**config.mk**
```make
export PLATFORM = sky130hd
export DESIGN_NAME = pipe_stage_reg
export DESIGN_NICKNAME = d
export VERILOG_FILES = /design/src/rtl/pipe_pkg.sv /design/src/rtl/pipe_skid_buf.sv /design/src/rtl/pipe_stage_reg.sv
export SDC_FILE = /design/constraint.sdc
export NUM_CORES = 1
export LEC_CHECK = 0
export ABC_AREA = 1
export BUFFER_PORTS_ARGS = -buffer_cell sky130_fd_sc_hd__buf_4
export CAP_MARGIN = 20
export CORE_AREA = 2 2 135 137
export CTS_CLUSTER_DIAMETER = 50
export DETAILED_ROUTE_END_ITERATION = 12
export DIE_AREA = 0 0 137 139
export PLACE_DENSITY = 0.73
export SLEW_MARGIN = 10
export SYNTH_ARGS = -nofsm -noshare
export SYNTH_HDL_FRONTEND = slang
export SYNTH_SLANG_ARGS = --single-unit
```
**constraint.sdc**
```tcl
create_clock -name clk_i -period 1.39 [get_ports clk_i]
set_input_delay 0.278 -clock clk_i [delete_from_list [all_inputs] [get_ports clk_i]]
set_output_delay 0.278 -clock clk_i [all_outputs]
set_load 0.01 [all_outputs]
```
**src/rtl/pipe_pkg.sv**
```systemverilog
// Shared defaults for the decode/execute pipeline stage register: payload and
// control widths, the bubble control word and the control-field layout.
package pipe_pkg;

  localparam int unsigned DATA_W_DEF = 128;
  localparam int unsigned CTRL_W_DEF = 16;
  localparam logic [CTRL_W_DEF-1:0] BUBBLE_CTRL_DEF = '0;

  // Decode/execute control-field offsets (LSB position and width).
  localparam int unsigned CTRL_ALU_OP_LSB     = 0;
  localparam int unsigned CTRL_ALU_OP_W       = 2;
  localparam int unsigned CTRL_ALUSRC_BIT     = 2;
  localparam int unsigned CTRL_MEM_READ_BIT   = 3;
  localparam int unsigned CTRL_MEM_WRITE_BIT  = 4;
  localparam int unsigned CTRL_REG_WRITE_BIT  = 5;
  localparam int unsigned CTRL_MEM_TO_REG_BIT = 6;
  localparam int unsigned CTRL_BRANCH_BIT     = 7;
  localparam int unsigned CTRL_JUMP_BIT       = 8;
  localparam int unsigned CTRL_FUNCT3_LSB     = 9;
  localparam int unsigned CTRL_FUNCT3_W       = 3;
  localparam int unsigned CTRL_OPCODE_LSB     = 12;
  localparam int unsigned CTRL_OPCODE_W       = 4;

  // Packed view of the control bundle; field order matches the offsets above.
  typedef struct packed {
    logic [CTRL_OPCODE_W-1:0] opcode;
    logic [CTRL_FUNCT3_W-1:0] funct3;
    logic                     jump;
    logic                     branch;
    logic                     mem_to_reg;
    logic                     reg_write;
    logic                     mem_write;
    logic                     mem_read;
    logic                     alusrc;
    logic [CTRL_ALU_OP_W-1:0] alu_op;
  } dx_ctrl_t;

  // Number of held entries from the main and skid valid flags.
  function automatic logic [1:0] occ_count(input logic main_v, input logic skid_v);
    return {1'b0, main_v} + {1'b0, skid_v};
  endfunction

endpackage

```
**src/rtl/pipe_skid_buf.sv**
```systemverilog
// Second (skid) entry of the pipeline stage register. Holds one beat that
// arrived while the main entry was occupied and stalled downstream.
module pipe_skid_buf
  import pipe_pkg::*;
#(
  parameter int unsigned            DATA_W      = DATA_W_DEF,
  parameter int unsigned            CTRL_W      = CTRL_W_DEF,
  parameter logic [CTRL_W-1:0]      BUBBLE_CTRL = BUBBLE_CTRL_DEF
) (
  input  logic              clk_i,
  input  logic              rst_ni,
  input  logic              clr_i,
  input  logic              load_i,
  input  logic              take_i,
  input  logic [CTRL_W-1:0] ctrl_i,
  input  logic [DATA_W-1:0] data_i,
  output logic              valid_o,
  output logic              valid_next_o,
  output logic [CTRL_W-1:0] ctrl_o,
  output logic [DATA_W-1:0] data_o
);

  logic              valid_q, valid_d;
  logic [CTRL_W-1:0] ctrl_q, ctrl_d;
  logic [DATA_W-1:0] data_q, data_d;

  // Next-state: clear beats load, load beats take (never both from the top).
  always_comb begin
    valid_d = valid_q;
    ctrl_d  = ctrl_q;
    data_d  = data_q;
    if (clr_i) begin
      valid_d = 1'b0;
    end else if (load_i) begin
      valid_d = 1'b1;
      ctrl_d  = ctrl_i;
      data_d  = data_i;
    end else if (take_i) begin
      valid_d = 1'b0;
    end
  end

  // Entry register with synchronous active-low reset.
  always_ff @(posedge clk_i) begin
    if (!rst_ni) begin
      valid_q <= 1'b0;
      ctrl_q  <= BUBBLE_CTRL;
      data_q  <= '0;
    end else begin
      valid_q <= valid_d;
      ctrl_q  <= ctrl_d;
      data_q  <= data_d;
    end
  end

  assign valid_o      = valid_q;
  assign valid_next_o = valid_d;
  assign ctrl_o       = ctrl_q;
  assign data_o       = data_q;

endmodule

```
**src/rtl/pipe_stage_reg.sv**
```systemverilog
// Decode/execute pipeline stage register with valid/ready handshakes,
// hazard stall and flush. Define PIPE_STAGE_SKID_EN to build the two-entry
// skid version with a registered in_ready_o; otherwise a single entry.
module pipe_stage_reg
  import pipe_pkg::*;
#(
  parameter int unsigned            DATA_W      = DATA_W_DEF,
  parameter int unsigned            CTRL_W      = CTRL_W_DEF,
  parameter logic [CTRL_W-1:0]      BUBBLE_CTRL = BUBBLE_CTRL_DEF
) (
  input  logic              clk_i,
  input  logic              rst_ni,
  input  logic              flush_i,
  input  logic              stall_i,
  input  logic              in_valid_i,
  output logic              in_ready_o,
  input  logic [CTRL_W-1:0] in_ctrl_i,
  input  logic [DATA_W-1:0] in_data_i,
  output logic              out_valid_o,
  input  logic              out_ready_i,
  output logic [CTRL_W-1:0] out_ctrl_o,
  output logic [DATA_W-1:0] out_data_o,
  output logic [1:0]        occ_o
);

  logic              valid_q, valid_d;
  logic [CTRL_W-1:0] ctrl_q, ctrl_d;
  logic [DATA_W-1:0] data_q, data_d;
  logic              accept;
  logic              drain;

  assign accept = in_valid_i && in_ready_o;
  assign drain  = valid_q && out_ready_i;

`ifdef PIPE_STAGE_SKID_EN

  logic              skid_valid;
  logic              skid_valid_d;
  logic              skid_load;
  logic              skid_take;
  logic [CTRL_W-1:0] skid_ctrl;
  logic [DATA_W-1:0] skid_data;
  logic              ready_q, ready_d;

  pipe_skid_buf #(
    .DATA_W      (DATA_W),
    .CTRL_W      (CTRL_W),
    .BUBBLE_CTRL (BUBBLE_CTRL)
  ) u_skid (
    .clk_i        (clk_i),
    .rst_ni       (rst_ni),
    .clr_i        (flush_i),
    .load_i       (skid_load),
    .take_i       (skid_take),
    .ctrl_i       (in_ctrl_i),
    .data_i       (in_data_i),
    .valid_o      (skid_valid),
    .valid_next_o (skid_valid_d),
    .ctrl_o       (skid_ctrl),
    .data_o       (skid_data)
  );

  // Ready comes from a register; stall and flush only gate it, so there is
  // no path from out_ready_i.
  assign in_ready_o = rst_ni && (flush_i || (!stall_i && ready_q));

  // Main-entry next state and skid load/take; main entry always drains first.
  always_comb begin
    valid_d   = valid_q;
    ctrl_d    = ctrl_q;
    data_d    = data_q;
    skid_load = 1'b0;
    skid_take = 1'b0;
    if (flush_i) begin
      valid_d = 1'b0;
    end else if (!stall_i) begin
      if (skid_valid) begin
        // Both entries full: ready is low, so only a drain can occur.
        if (drain) begin
          valid_d   = 1'b1;
          ctrl_d    = skid_ctrl;
          data_d    = skid_data;
          skid_take = 1'b1;
        end
      end else if (accept && (!valid_q || drain)) begin
        valid_d = 1'b1;
        ctrl_d  = in_ctrl_i;
        data_d  = in_data_i;
      end else if (accept) begin
        skid_load = 1'b1;
      end else if (drain) begin
        valid_d = 1'b0;
      end
    end
    ready_d = (occ_count(valid_d, skid_valid_d) != 2'd2);
  end

  // Main entry and registered ready; ready is high out of reset (stage empty).
  always_ff @(posedge clk_i) begin
    if (!rst_ni) begin
      valid_q <= 1'b0;
      ctrl_q  <= BUBBLE_CTRL;
      data_q  <= '0;
      ready_q <= 1'b1;
    end else begin
      valid_q <= valid_d;
      ctrl_q  <= ctrl_d;
      data_q  <= data_d;
      ready_q <= ready_d;
    end
  end

  assign occ_o = occ_count(valid_q, skid_valid);

`else

  // Single entry: accept when empty or draining this cycle.
  assign in_ready_o = rst_ni && (flush_i || (!stall_i && (!valid_q || out_ready_i)));

  // Main-entry next state: flush, then stall hold, then load or drain.
  always_comb begin
    valid_d = valid_q;
    ctrl_d  = ctrl_q;
    data_d  = data_q;
    if (flush_i) begin
      valid_d = 1'b0;
    end else if (!stall_i) begin
      if (accept) begin
        valid_d = 1'b1;
        ctrl_d  = in_ctrl_i;
        data_d  = in_data_i;
      end else if (drain) begin
        valid_d = 1'b0;
      end
    end
  end

  // Main entry register with synchronous active-low reset.
  always_ff @(posedge clk_i) begin
    if (!rst_ni) begin
      valid_q <= 1'b0;
      ctrl_q  <= BUBBLE_CTRL;
      data_q  <= '0;
    end else begin
      valid_q <= valid_d;
      ctrl_q  <= ctrl_d;
      data_q  <= data_d;
    end
  end

  assign occ_o = occ_count(valid_q, 1'b0);

`endif

  // Empty stage presents the bubble control word; payload keeps its last value.
  assign out_valid_o = valid_q;
  assign out_ctrl_o  = valid_q ? ctrl_q : BUBBLE_CTRL;
  assign out_data_o  = data_q;

endmodule

```
# == Word-level counts from Yosys, hierarchy flattened ==
# Index checks and enable logic that the tools add are counted.
# totals
ff_bits,145
inputBits,150
out_inout_bits,148
word_cells,21
# op_classes
n_mux,3
bitwise,3
n_reduce_logical,12
# op_table
cell,count
16-bit two-way mux,1
1-bit logical AND,4
1-bit NOT,3
3-bit AND reduction,1
1-bit zero test,2
1-bit logical OR,2
1-bit two-way mux,2
2-bit AND reduction,1
2-bit nonzero test,1
2-bit OR reduction,1

# == Logic depth before layout (Yosys ltp) ==
# Gate-level depths: netlist (run 1).
# depth
depth_word,8
ltp_mapped,10
ltp_nobuf,7

# == Worst setup path before layout (run 1) ==
# Ideal clock, no wire load.
# synth_path
path_type,flip-flop to flip-flop
startpoint,reg valid_q (netlist: out_valid_o)
endpoint,reg data_q[100] (netlist: out_data_o[100])
setup_ps,113
arrival_ps,1279
required_time_ps,1277
setup_slack_ps,-2
stages_incl_launch_ff,11
path_buffers,3
synth_period_minus_slack_ps,1392
cell_sequence,dfxtp_1 > buf_4 > inv_2 > nand2_1 > nand3_2 > nand4_4 > buf_4 > buf_2 > nand2_1 > nand2_1 > nor2_1
# synth_via
elab_chain_cells,7
# synth_rtl
item,line,rtl
from (decl),pipe_stage_reg.sv:26,"logic valid_q, valid_d;"
from (signal assigned),pipe_stage_reg.sv:145,valid_q <= valid_d;
1-bit zero test,pipe_stage_reg.sv:118,assign in_ready_o = rst_ni && (flush_i || (!stall_i && (!valid_q || out_ready_i)));
1-bit logical OR,pipe_stage_reg.sv:118,
1-bit logical AND,pipe_stage_reg.sv:118,
1-bit logical OR,pipe_stage_reg.sv:118,
1-bit logical AND,pipe_stage_reg.sv:118,
1-bit logical AND,pipe_stage_reg.sv:32,assign accept = in_valid_i && in_ready_o;
3-bit AND reduction (no source line),n/a,
to (signal assigned),pipe_stage_reg.sv:147,data_q <= data_d;
to (decl),pipe_stage_reg.sv:28,"logic [DATA_W-1:0] data_q, data_d;"
# No other way between the ends.
# A chain may end at the register's enable or synchronous reset.

# == Final worst setup path (run 1) ==
# layout_path
startpoint,reg valid_q (netlist: out_valid_o)
endpoint,out in_ready_o
# layout_via
elab_chain_cells,5
# layout_rtl
item,line,rtl
1-bit zero test,pipe_stage_reg.sv:118,
1-bit logical OR,pipe_stage_reg.sv:118,
1-bit logical AND,pipe_stage_reg.sv:118,
1-bit logical OR,pipe_stage_reg.sv:118,
1-bit logical AND,pipe_stage_reg.sv:118,
to (decl),pipe_stage_reg.sv:16,"output logic in_ready_o,"
# No other way between the ends.

==> results of run 1 <==
-- layer usage --
| layer | global-route usage, % | share of wire, % | up-vias |
|---|---|---|---|
| met3 | 6.47 | 8.8 | 27 |
| met5 | 0 | 0 | - |
| met1 | 18.3 | 40 | 2656 |
| met2 | 28.5 | 50 | 196 |
| li1 | - | - | 3326 |
| met4 | 6.08 | 1.9 | 0 |
-- logic make-up (layout without fill, tap and decap cells) --
| logic type | after synthesis | after routing | synth area share, % |
|---|---|---|---|
| AND/OR/NAND/NOR | 601 | 601 | 37.8 |
| buffers and inverters | 214 | 532 | 14.1 |
| flip-flops | 145 | 145 | 48.0 |
| other | 1 | 1 | 0.0620 |
| AO/OA/AOI/OAI | 1 | 1 | 0.0826 |
-- worst max-delay path, cell delays in order, from the launching register on --
cell and delay [ns]:
dfxtp_2 0.34, inv_2 0.04, nand2_2 0.05, nand3_2 0.07, buf_6 0.12, and2_4 0.13
buf_6 0.11
-- synthesized netlist by cell type (all sizes together) --
library cell	count
nand2	308
nor2	289
inv	163
dfxtp	145
buf	30
clkbuf	21
nand4	2
a21oi	1
and2	1
conb	1
nand3	1
-- cells in the final DEF (no fill, tap or decap), drive strengths merged --
cell      count
buf         333
and2          1
a21oi         1
conb          1
clkinvlp      1
clkinv        5
nand4         2
dfxtp       145
nand3         1
clkbuf       23
nor2        289
bufinv        5
nand2       308
inv         165
-- registers in the layout, indices dropped and copies added (netlist names) --
register,count
ctrl_q,16
out_data_o,128
out_valid_o,1
-- worst max path at each step --
stage | to | cells after the start | slack [ns] | from
after floorplan | out_data_o[100]$_SDFFE_PN0P_ | 10 | -0.002 | out_valid_o$_SDFFE_PP0P_
after global placement | out_data_o[109]$_SDFFE_PN0P_ | 8 | -0.008 | stall_i
after detailed placement | out_data_o[28]$_SDFFE_PN0P_ | 8 | -0.06 | stall_i
after CTS | in_ready_o | 6 | -0.17 | out_valid_o$_SDFFE_PP0P_
after global routing | in_ready_o | 6 | -0.20 | out_valid_o$_SDFFE_PP0P_
final | in_ready_o | 6 | -0.15 | out_valid_o$_SDFFE_PP0P_
-- per-stage QoR --
step / total power, mW / util (%)
floorplan: 4.88 / -
global placement: 5.51 / 49.3
detailed placement: 5.53 / 49.3
CTS: 10.6 / 53.1
global route: 10.9 / 54.4
finish: 10.5 / 54.4
-- timing repair --
action | in CTS | in global routing
buffers inserted | 1 | 3
gates cloned | 0 | 7
endpoints found under the hold margin | 0 | 0
setup endpoints to repair | 19 | 148
gates resized for setup | 7 | 25
pin swaps | 0 | 2
-- power by group --
group | total (mW) | switching (mW) | internal, mW
registers | 4.36 | 0.0692 | 4.29
logic | 1.12 | 0.504 | 0.620
clock network | 5.02 | 1.82 | 3.20
-- cell type report --
cell class              instances  share of cell area, %
flip-flops and latches        145                   30.2
well taps                     229                   2.98
repair buffers                337                   29.4
clock inverters                13                   2.16
clock buffers                  19                   4.50
multi-input cells             603                   24.4
inverters                     163                   6.37
==> summary.txt, run 1 <==
Placed design
  • Placed instance area: 8700 um2
  • Post-DP HPWL: 11800 um
  • Placement Setup Slack: -0.0556 ns
  • RePlAce Congestion: 0.770
  • # port buffers: 296
  • Placed Cells: 1466

Clock tree
  • Worst-path clk slew: 0.06 ns
  • CTS Buf Count: 17
  • CTS Hold Buffers Added: 0
  • Clk Latency, worst-skew pair: 0.41 ns
  • Longest Clk Path Bufs: 2
  • CTS tree: yes
  • Root Buffer: clkbuf_16
  • # clock sinks: 145
  • CTS H-Tree Depth: 4

Routing
  • DRC viols: 0
  • Wire per inst: 11.7 um
  • Via count: roughly 6.2k
  • Number of DRC markers in iteration 0: 180
  • Vias/cell: ~4.1
  • Post-route ant nets: 0
  • Routed WL: 17600 um
  • DRT Pass-1 Iters: 4

Logic synthesis
  • Netlist cell types: 15
  • Syn_nets: 1112
  • Main area contributors after synthesis: dfxtp_1 (48%), nand2_1 (19%), nor2_1 (18%), inv_1 (10%), buf_2 (1.9%)
  • Synthesized netlist cell count: just under 1k
  • Yosys Warn Count: 0
  • Synth top area share: between 40% and 50%
  • Avg Cell Area, Syn: about 6.3 um2
  • Post-synthesis sequential area ratio: 48.0%
  • #FFs+latches synth: 145
  • Mapped cell area: 6050 um2
  • Synth area leader: dfxtp_1

Timing
  • Worst clock skew: 0.00869 ns
  • Peak Freq: 651 MHz
  • Tcrit/Tclk final: 110%
  • Number of setup violations in the final report: 159
  • Final Hold Vio Count: 0
  • RSZ-0062 raised after global routing: yes
  • Aggregate negative setup slack: -10.49 ns
  • WHS: 0.0746 ns
  • Minimum clock period after layout: around 1.5 ns
  • Max-slew violation count: 0
  • Final WS setup: -0.146 ns

Flow run
  • Max-cap violations: 0

Min path
  • Worst Min Path Start: in_data_i[67]
  • Hold Path End: out_data_o[67]$_SDFFE_PN0P_
  • Worst Hold Depth: 3
  • Hold/Removal Path Class: input pin to flip-flop

Worst setup path
  • Arr. time, crit path: 1.26 ns
  • Worst reg2reg setup slack: -0.12 ns
  • Critical path required time: 1.11 ns
  • Reg-to-Reg End: out_data_o[79]$_SDFFE_PN0P_
  • Register-to-Register Path Depth: 11
  • Kind of critical path: flip-flop to output pin
  • Crit Path Max Fanout: 2
  • Reg-to-Reg Start: out_valid_o$_SDFFE_PP0P_
  • CP Capture Type: output pin
  • Critical Path Start Type: flip-flop

Floorplanning
  • Core Box Area: approximately 18000 um2
  • Placement Rows: between 40 and 50
  • Top Ports: 298
  • Die width: about 140 um
  • Initial Utilization: between 30 and 40%
  • Die Area: between 15000 and 20000 um2
  • Die height: 139 um

Global routing
  • First-pass GRT wire length: about 26000 um
  • GRT Resource Usage Total: 16.6%
  • Total gr overflow: 0
  • Initial antenna violation count: 0
  • Largest net degree at the start of global routing: 78
  • Vias in the first global route: between 5k and 6k

Cells and area
  • Layout net count: roughly 1.4k
  • Area of the multi-input gates: ~2300 um2
  • Final Instance Area: around 9600 um2
  • Fillers: 1697
  • Syn-to-layout area delta: 58.9%
  • Non-filler cells, final: 1509
  • Diode count: 0
  • Layout cell share with drive strength beyond 1: 30.4%
  • Reg area: slightly below 3000 um2

Power and ir drop
  • Static Leakage: 5.63 nW
  • PD cells: 1090 nW/um2
  • VDD IR-drop max: 0.766 mV

Outcome
  • Failing checks: setup timing
  • Outcome: finished with violations
Power figures use the tool's default switching activity.
==> run 2: changes to the inputs <==
--- a/config.mk
+++ b/config.mk
@@ -12,7 +12,7 @@
 export CTS_CLUSTER_DIAMETER = 50
 export DETAILED_ROUTE_END_ITERATION = 12
 export DIE_AREA = 0 0 137 139
-export PLACE_DENSITY = 0.73
+export PLACE_DENSITY = 0.71
 export SLEW_MARGIN = 10
 export SYNTH_ARGS = -nofsm -noshare
 export SYNTH_HDL_FRONTEND = slang
==> constraint.sdc (replaced) <==
create_clock -name clk_i -period 1.97 [get_ports clk_i]
set_input_delay 0.394 -clock clk_i [delete_from_list [all_inputs] [get_ports clk_i]]
set_output_delay 0.394 -clock clk_i [all_outputs]
set_load 0.01 [all_outputs]
==> run 2 against run 1 <==
Core utilization down 2.7 points. Clock skew shrank 0.0014 ns. Die area unchanged. Global-route usage decreased by 0.13 points. Sequential cell count is the same. Critical path depth decreased by 2. Sequential share of layout area rose by 1.6 points. Register-to-register slack improved by 0.62 ns. Via count is 4.4% lower. Clock-buffer cell count is the same. The run now ends clean. Design area shrank 5.0%. Combinational power is 35% lower.
==> summary.txt, run 2 (same netlist as run 1, synthesis figures left out) <==
Timing
  • WHS: 0.196 ns (+0.121 ns)
  • Final WS setup: 0.301 ns (+0.447 ns)
  • RSZ-0062 raised after global routing: no
  • Number of setup violations in the final report: 0 (-100%)
  • Peak Freq: 599 MHz
  • Tcrit/Tclk final: 84.7%
  • Slew headroom: 61.3%
  • Max-slew violation count: 0 (unchanged)
  • Aggregate negative setup slack: 0 ns (+10.49 ns)
  • Minimum clock period after layout: 1.67 ns
  • Worst clock skew: 0.00733 ns (-0.00136 ns)
  • Worst slew pin tran: ~0.58 ns
  • Final Hold Vio Count: 0 (unchanged)

Placed design
  • Placed Cells: 1452 (-0.95%)
  • RePlAce Congestion: 0.798 (+3.6%)
  • Placement Setup Slack: 0.314 ns (+0.370 ns)
  • Post-DP HPWL: 11500 um (-3.0%)
  • # port buffers: 296 (unchanged)

Worst setup path
  • Crit path launch: out_valid_o$_SDFFE_PP0P_
  • Critical path endpoint: out_ctrl_o[2]
  • Reg-to-Reg End: out_data_o[86]$_SDFFE_PN0P_
  • Arr. time, crit path: 1.28 ns (+0.02 ns)
  • Most frequent CP cell: buf_4
  • CP Capture Type: output pin
  • Register-to-Register Path Depth: 9 (-2)
  • Kind of critical path: flip-flop to output pin
  • Reg-to-Reg Start: out_valid_o$_SDFFE_PP0P_
  • Critical path required time: 1.58 ns (+0.47 ns)
  • Critical Path Max Stage Delay: 0.34 ns (about the same)
  • Slowest-stage cell, CP: dfxtp_1
  • CP cell instances: buf_4 -> nand2_1 -> inv_1 -> buf_4
  • Crit Path Max Fanout: 19 (+17)
  • Critical Path Start Type: flip-flop
  • Worst reg2reg setup slack: 0.50 ns (+0.62 ns)

Clock tree
  • CTS tree: yes
  • Root Buffer: clkbuf_16
  • CTS Hold Buffers Added: 0 (unchanged)
  • # clock sinks: 145 (unchanged)
  • Longest Clk Path Bufs: 2 (unchanged)
  • Clk Latency, worst-skew pair: 0.41 ns (about the same)
  • Cts repair resizes: 0 (-7)
  • CTS Buf Count: 17 (unchanged)
  • Post-CTS Setup Bufs: 0 (-1)
  • Worst-path clk slew: 0.06 ns (about the same)
  • CTS H-Tree Depth: 4 (unchanged)

Routing
  • Number of DRC markers in iteration 0: 248 (+38%)
  • DRC viols: 0 (unchanged)
  • Vias/cell: 4.00 (-2.8%)
  • DRT Pass-1 Iters: 4 (unchanged)
  • Routed WL: 16100 um (-8.7%)
  • Wire per inst: 10.8 um (-7.2%)
  • Post-route ant nets: 0 (unchanged)
  • Via count: 5931 (-4.4%)

Flow run
  • Max-cap violations: 0 (unchanged)

Cells and area
  • Diode count: 0 (unchanged)
  • Largest register FFs: 128 (unchanged)
  • Layout cell share with drive strength beyond 1: 27.6% (-2.8 points)
  • Commonest non-fill, non-tap cell in the layout: nand2_1
  • Layout net count: 1392 (-1.8%)
  • Syn-to-layout area delta: 50.9%
  • Util after Layout: 51.7% (-2.7 points)
  • Most frequent cells in the layout: nand2_1 (308), buf_4 (304), nor2_1 (289)
  • Non-filler cells, final: 1484 (-1.7%)

Power and ir drop
  • Static Leakage: 5.40 nW (-4.0%)
  • VDD IR-drop max: 0.556 mV (-27%)
  • Clock power frac: 46.1% (-1.7 points)
  • Sw frac: 23.3% (+0.46 points)
  • Logic pwr share: 10.3% (-0.4 points)
  • PD cells: 773 nW/um2 (-29%)
  • Part of the power in registers: 43.6% (+2.1 points)
  • Int Pwr: 5.42 mW (-33%)
  • Sw Pwr: 1.64 mW (-31%)

Global routing
  • Largest net degree at the start of global routing: 91 (+17%)
  • First-pass GRT wire length: 25200 um (-1.4%)
  • GRT Resource Usage Total: 16.4% (-0.13 points)
  • Total gr overflow: 0 (unchanged)
  • Vias in the first global route: 5245 (-6.5%)
  • Initial antenna violation count: 0 (unchanged)

Floorplanning
  • Core Box Area: 17700 um2 (unchanged)
  • Top Ports: 298 (unchanged)
  • Die width: 137 um (unchanged)
  • Placement Rows: 49 (unchanged)
  • Die Area: 19000 um2 (unchanged)
  • Die height: 139 um (unchanged)
  • Initial Utilization: 34.3% (unchanged)

Min path
  • Hold/Removal Path Class: input pin to flip-flop

Outcome
  • Outcome: finished, final reports clean
run 2: metrics by stage:
| stage | cell area (um2) | total power [mW] |
|---|---|---|
| 5_1_grt | 9130 | 7.40 |
| 6_report | 9130 | 7.06 |
| 3_5_place_dp | 8540 | 3.88 |
| 3_3_place_gp | 8540 | 3.87 |
| 2_1_floorplan | 6050 | 3.44 |
| 4_1_cts | 9130 | 7.18 |
run 2: power by group through the flow:
| stage | Combinational, mW | Sequential (mW) | Clock, mW |
|---|---|---|---|
| after detailed placement | 0.732 | 3.14 | 0 |
| final | 0.728 | 3.08 | 3.26 |
| after CTS | 0.736 | 3.08 | 3.36 |
| after global routing | 0.810 | 3.09 | 3.50 |
| after global placement | 0.727 | 3.14 | 0 |
| after floorplan | 0.261 | 3.18 | 0 |
run 2: metal layers:
metal  vias to the layer above  share of wire (%)  global-route usage [%]  wire [um]
li1                       3262                  -                       -          -
met2                       200                 47                    27.3       7540
met4                         0                1.7                    5.26        266
met3                        20                9.4                    6.51       1520
met5                         -                  0                       0          0
met1                      2449                 42                    19.3       6770
run 2: worst max-delay path, delay by kind of cell (launching register included):
kind                   cells  cell delay, ns
AND/OR/NAND/NOR            1            0.08
buffers and inverters      3            0.44
flip-flops                 1            0.34
run 2: cell type report:
cell class                      instances  area, um2
Fill cell                            1755       8530
Clock buffer                           19        433
Sequential cell                       145       2900
Multi-Input combinational cell        603       2290
Inverter                              163        612
Tap cell                              229        287
Clock inverter                         13        160
Timing Repair Buffer                  312       2440
run 2: worst min-delay path by stage:
| stage | startpoint | to | slack, ns | cells after the start |
|---|---|---|---|---|
| 3_5_place_dp | out_data_o[40]$_SDFFE_PN0P_ | out_data_o[40]$_SDFFE_PN0P_ | 0.50 | 4 |
| 2_1_floorplan | ctrl_q[10]$_SDFFE_PN0P_ | ctrl_q[10]$_SDFFE_PN0P_ | 0.49 | 4 |
| 4_1_cts | in_data_i[65] | out_data_o[65]$_SDFFE_PN0P_ | 0.18 | 3 |
| 5_1_grt | in_data_i[45] | out_data_o[45]$_SDFFE_PN0P_ | 0.18 | 3 |
| 6_report | in_data_i[65] | out_data_o[65]$_SDFFE_PN0P_ | 0.20 | 3 |
| 3_3_place_gp | out_data_o[103]$_SDFFE_PN0P_ | out_data_o[103]$_SDFFE_PN0P_ | 0.50 | 4 |
==> run 3: changes to the inputs <==
--- a/config.mk
+++ b/config.mk
@@ -5,14 +5,14 @@
 export SDC_FILE = /design/constraint.sdc
 export NUM_CORES = 1
 export LEC_CHECK = 0
-export ABC_AREA = 1
+export ABC_AREA = 0
 export BUFFER_PORTS_ARGS = -buffer_cell sky130_fd_sc_hd__buf_4
 export CAP_MARGIN = 20
-export CORE_AREA = 2 2 135 137
+export CORE_AREA = 2 2 132 134
 export CTS_CLUSTER_DIAMETER = 50
 export DETAILED_ROUTE_END_ITERATION = 12
-export DIE_AREA = 0 0 137 139
-export PLACE_DENSITY = 0.71
+export DIE_AREA = 0 0 134 136
+export PLACE_DENSITY = 0.72
 export SLEW_MARGIN = 10
 export SYNTH_ARGS = -nofsm -noshare
 export SYNTH_HDL_FRONTEND = slang
==> constraint.sdc (replaced) <==
create_clock -name clk_i -period 1.6 [get_ports clk_i]
set_input_delay 0.32 -clock clk_i [delete_from_list [all_inputs] [get_ports clk_i]]
set_output_delay 0.32 -clock clk_i [all_outputs]
set_load 0.01 [all_outputs]
==> run 3 against run 2 <==
Clock skew shrank 0.0021 ns. Total power grew 18%. Design area shrank 3.2%. Highest routed layer unchanged. Critical path type unchanged.
==> summary.txt, run 3 <==
Outcome
  • Outcome: finished, final reports clean

Cells and area
  • Syn-to-layout area delta: 52.7%
  • Final Instance Area: 8830 um2 (-3.2%)
  • Commonest non-fill, non-tap cell in the layout: buf_4
  • Layout net count: 1078 (-23%)
  • Most frequent cells in the layout: buf_4 (289), inv_1 (145), nand2_1 (144), mux2i_1 (144), dfxtp_1 (144)
  • Area of the multi-input gates: 2160 um2 (-6.0%)
  • Largest register FFs: 128 (unchanged)
  • Diode count: 0 (unchanged)
  • Reg area: 2900 um2 (about the same)
  • Fillers: 1538 (-12%)
  • Layout cell share with drive strength beyond 1: 36.7% (+9.1 points)

Placed design
  • Post-DP HPWL: 10700 um (-7.2%)
  • RePlAce Congestion: 0.742 (-7.0%)
  • # port buffers: 296 (unchanged)
  • Placed instance area: 8210 um2 (-3.9%)

Logic synthesis
  • Main area contributors after synthesis: dfxtp_1 (50%), mux2i_1 (25%), inv_1 (9.4%), nand2_1 (9.3%), and2_1 (1.7%)
  • Synth Area in XOR/XNOR: 0% (unchanged)
  • Largest family of logic cells by synthesized area: multiplexers
  • Synth Area in Compound Gates: 0.541% (+0.46 points)
  • Number of flops mapped to enable cells by yosys: 0 (unchanged)
  • Netlist cell types: 15 (unchanged)
  • Simple-gate portion of the synthesized area: 11.3% (-26 points)
  • Avg Cell Area, Syn: 9.07 um2 (+44%)
  • Yosys Warn Count: 0 (unchanged)
  • Adder-cell share of the synthesized area: 0% (unchanged)
  • Synth Flop Type: dfxtp_1
  • Syn_nets: 788 (-29%)
  • Commonest cells in the netlist: dfxtp_1 (145), inv_1 (145), mux2i_1 (144), nand2_1 (144), clkbuf_1 (17)
  • Synth async-reset ratio: 0% (unchanged)
  • Mapped cell area: 5780 um2 (-4.4%)
  • Synth area leader: dfxtp_1
  • Post-synthesis sequential area ratio: 50.2% (+2.2 points)
  • Synth top area share: 50.2% (+2.2 points)
  • Multiplexer share of the synthesized area: 24.9% (+25 points)
  • Synthesized netlist cell count: 638 (-34%)
  • #FFs+latches synth: 145 (unchanged)

Clock tree
  • Root Buffer: clkbuf_16
  • CTS H-Tree Depth: 4 (unchanged)
  • # clock sinks: 145 (unchanged)
  • CTS Buf Count: 17 (unchanged)
  • Worst-path clk slew: 0.06 ns (about the same)
  • CTS tree: yes
  • Clk Latency, worst-skew pair: 0.41 ns (about the same)
  • Longest Clk Path Bufs: 2 (unchanged)
  • CTS Hold Buffers Added: 0 (unchanged)

Routing
  • Met3 Wirelength: 1540 um (+1.4%)
  • Wire per inst: 12.4 um (+15%)
  • DRC viols: 0 (unchanged)
  • Wl on met1: 5980 um (-12%)
  • DRT Pass-1 Iters: 4 (unchanged)
  • Uppermost layer routed: met4
  • Number of DRC markers in iteration 0: 100 (-60%)
  • Vias/cell: 4.22 (+5.7%)
  • Routed WL: 14500 um (-10%)
  • DR WL met2: 6790 um (-9.9%)
  • Post-route ant nets: 0 (unchanged)
  • Via count: 4922 (-17%)

Min path
  • Hold/Removal Path Class: input pin to flip-flop
  • Worst Hold Depth: 3 (unchanged)
  • Worst Min Path Start: in_data_i[127]
  • Hold Path End: out_data_o[127]$_SDFFE_PN0P_

Global routing
  • First-pass GRT wire length: 22300 um (-11%)
  • Total gr overflow: 0 (unchanged)
  • GRT Resource Usage Total: 15.5% (-0.93 points)
  • Initial antenna violation count: 0 (unchanged)
  • Largest net degree at the start of global routing: 77 (-15%)
  • Vias in the first global route: 4479 (-15%)

Worst setup path
  • Reg-to-Reg Start: out_valid_o$_SDFFE_PP0P_
  • Crit path launch: out_valid_o$_SDFFE_PP0P_
  • Critical path required time: 1.28 ns (-0.30 ns)
  • Register-to-Register Path Depth: 4 (-5)
  • CP cell instances: buf_6 -> buf_12 -> and2_4 -> buf_6
  • Arr. time, crit path: 1.27 ns (about the same)
  • Slowest-stage cell, CP: dfxtp_2
  • Kind of critical path: flip-flop to output pin
  • CP Capture Type: output pin
  • Reg-to-Reg End: out_data_o[38]$_SDFFE_PN0P_
  • Worst reg2reg setup slack: 0.18 ns (-0.32 ns)
  • Critical Path Start Type: flip-flop
  • Critical Path Max Stage Delay: 0.33 ns (about the same)
  • Crit Path Max Fanout: 12 (-7)
  • Most frequent CP cell: buf_6

Floorplanning
  • Die height: 136 um (-2.2%)
  • Core Box Area: 16900 um2 (-4.4%)
  • Placement Rows: 48 (-2.0%)
  • Die Area: 18200 um2 (-4.3%)
  • Top Ports: 298 (unchanged)
  • Initial Utilization: 34.3% (about the same)
  • Die width: 134 um (-2.2%)

Power and ir drop
  • VDD IR-drop max: 0.648 mV (+17%)
  • Static Leakage: 5.41 nW (+0.13%)
  • PD cells: 939 nW/um2 (+21%)
  • Design Power: 8.30 mW (+18%)

Timing
  • RSZ-0062 raised after global routing: yes
  • Minimum clock period after layout: 1.59 ns
  • Tcrit/Tclk final: 99.2%
  • Max-slew violation count: 0 (unchanged)
  • Number of setup violations in the final report: 0 (unchanged)
  • Worst clock skew: 0.00521 ns (-0.00212 ns)
  • Peak Freq: 630 MHz
  • Final Hold Vio Count: 0 (unchanged)

Flow run
  • Max-cap violations: 0 (unchanged)
[run 3: how the worst max path moves through the flow]
stage / endpoint / slack, ns / cells past startpoint
final: out_ctrl_o[4] / 0.01 / 4
after global routing: out_ctrl_o[6] / -0.05 / 4
after CTS: out_ctrl_o[3] / -0.02 / 4
after detailed placement: out_data_o[16]$_SDFFE_PN0P_ / 0.03 / 5
after global placement: out_data_o[24]$_SDFFE_PN0P_ / 0.05 / 5
after floorplan: out_data_o[100]$_SDFFE_PN0P_ / 0.15 / 6
[run 3: critical path: cells and delay by family, from the launching register on]
kind,cells,cell delay [ns]
buffers and inverters,3,0.37
and+or+nand+nor,1,0.16
DFF,1,0.33
[run 3: power breakdown]
part / leakage, nW / switching (mW) / total [mW] / internal [mW]
sequential: 1.18 / 0.0662 / 3.81 / 3.75
combinational: 3.96 / 0.373 / 0.895 / 0.522
clock: 0.266 / 1.50 / 3.59 / 2.09
total: 5.41 / 1.94 / 8.30 / 6.36
[run 3: repair_timing]
| action | 4_1_cts | 5_1_grt |
|---|---|---|
| setup endpoints to repair | 13 | 13 |
| endpoints found under the hold margin | 0 | 0 |
| setup buffers | 2 | 0 |
| gates resized for setup | 19 | 2 |
[run 3: layer usage]
metal	GRT usage, %	vias up
met1	18.0	2223
met3	6.79	11
met4	5.73	0
li1	-	2488
met2	25.4	200
met5	0	-
[run 3: per-stage QoR]
| step | hold slack, ns | setup WS [ns] | setup TNS (ns) | util, % | cells |
|---|---|---|---|---|---|
| finish | 0.146 | 0.0127 | 0 | 52.4 | 1165 |
| global route | 0.123 | -0.0465 | -0.481 | 52.4 | 1165 |
| CTS | 0.121 | -0.0172 | -0.145 | 52.3 | 1165 |
| detailed placement | 0.447 | 0.0292 | 0 | 48.6 | 1132 |
| global placement | 0.439 | 0.0455 | 0 | 48.6 | 1132 |
| floorplan | 0.433 | 0.147 | 0 | - | 638 |
[run 3: final cells by class]
cell class	count	share of cell area [%]
well taps	225	3.19
clock buffers	22	5.37
inverters	145	6.16
multi-input cells	312	24.4
clock inverters	9	0.666
flip-flops and latches	145	32.9
repair buffers	307	27.3
[run 3: kinds of logic after synthesis]
kind of cell,Yosys count
other,1
muxes,144
DFF,145
AOI/OAI and AO/OA,5
and+or+nand+nor,162
buffers and inverters,181
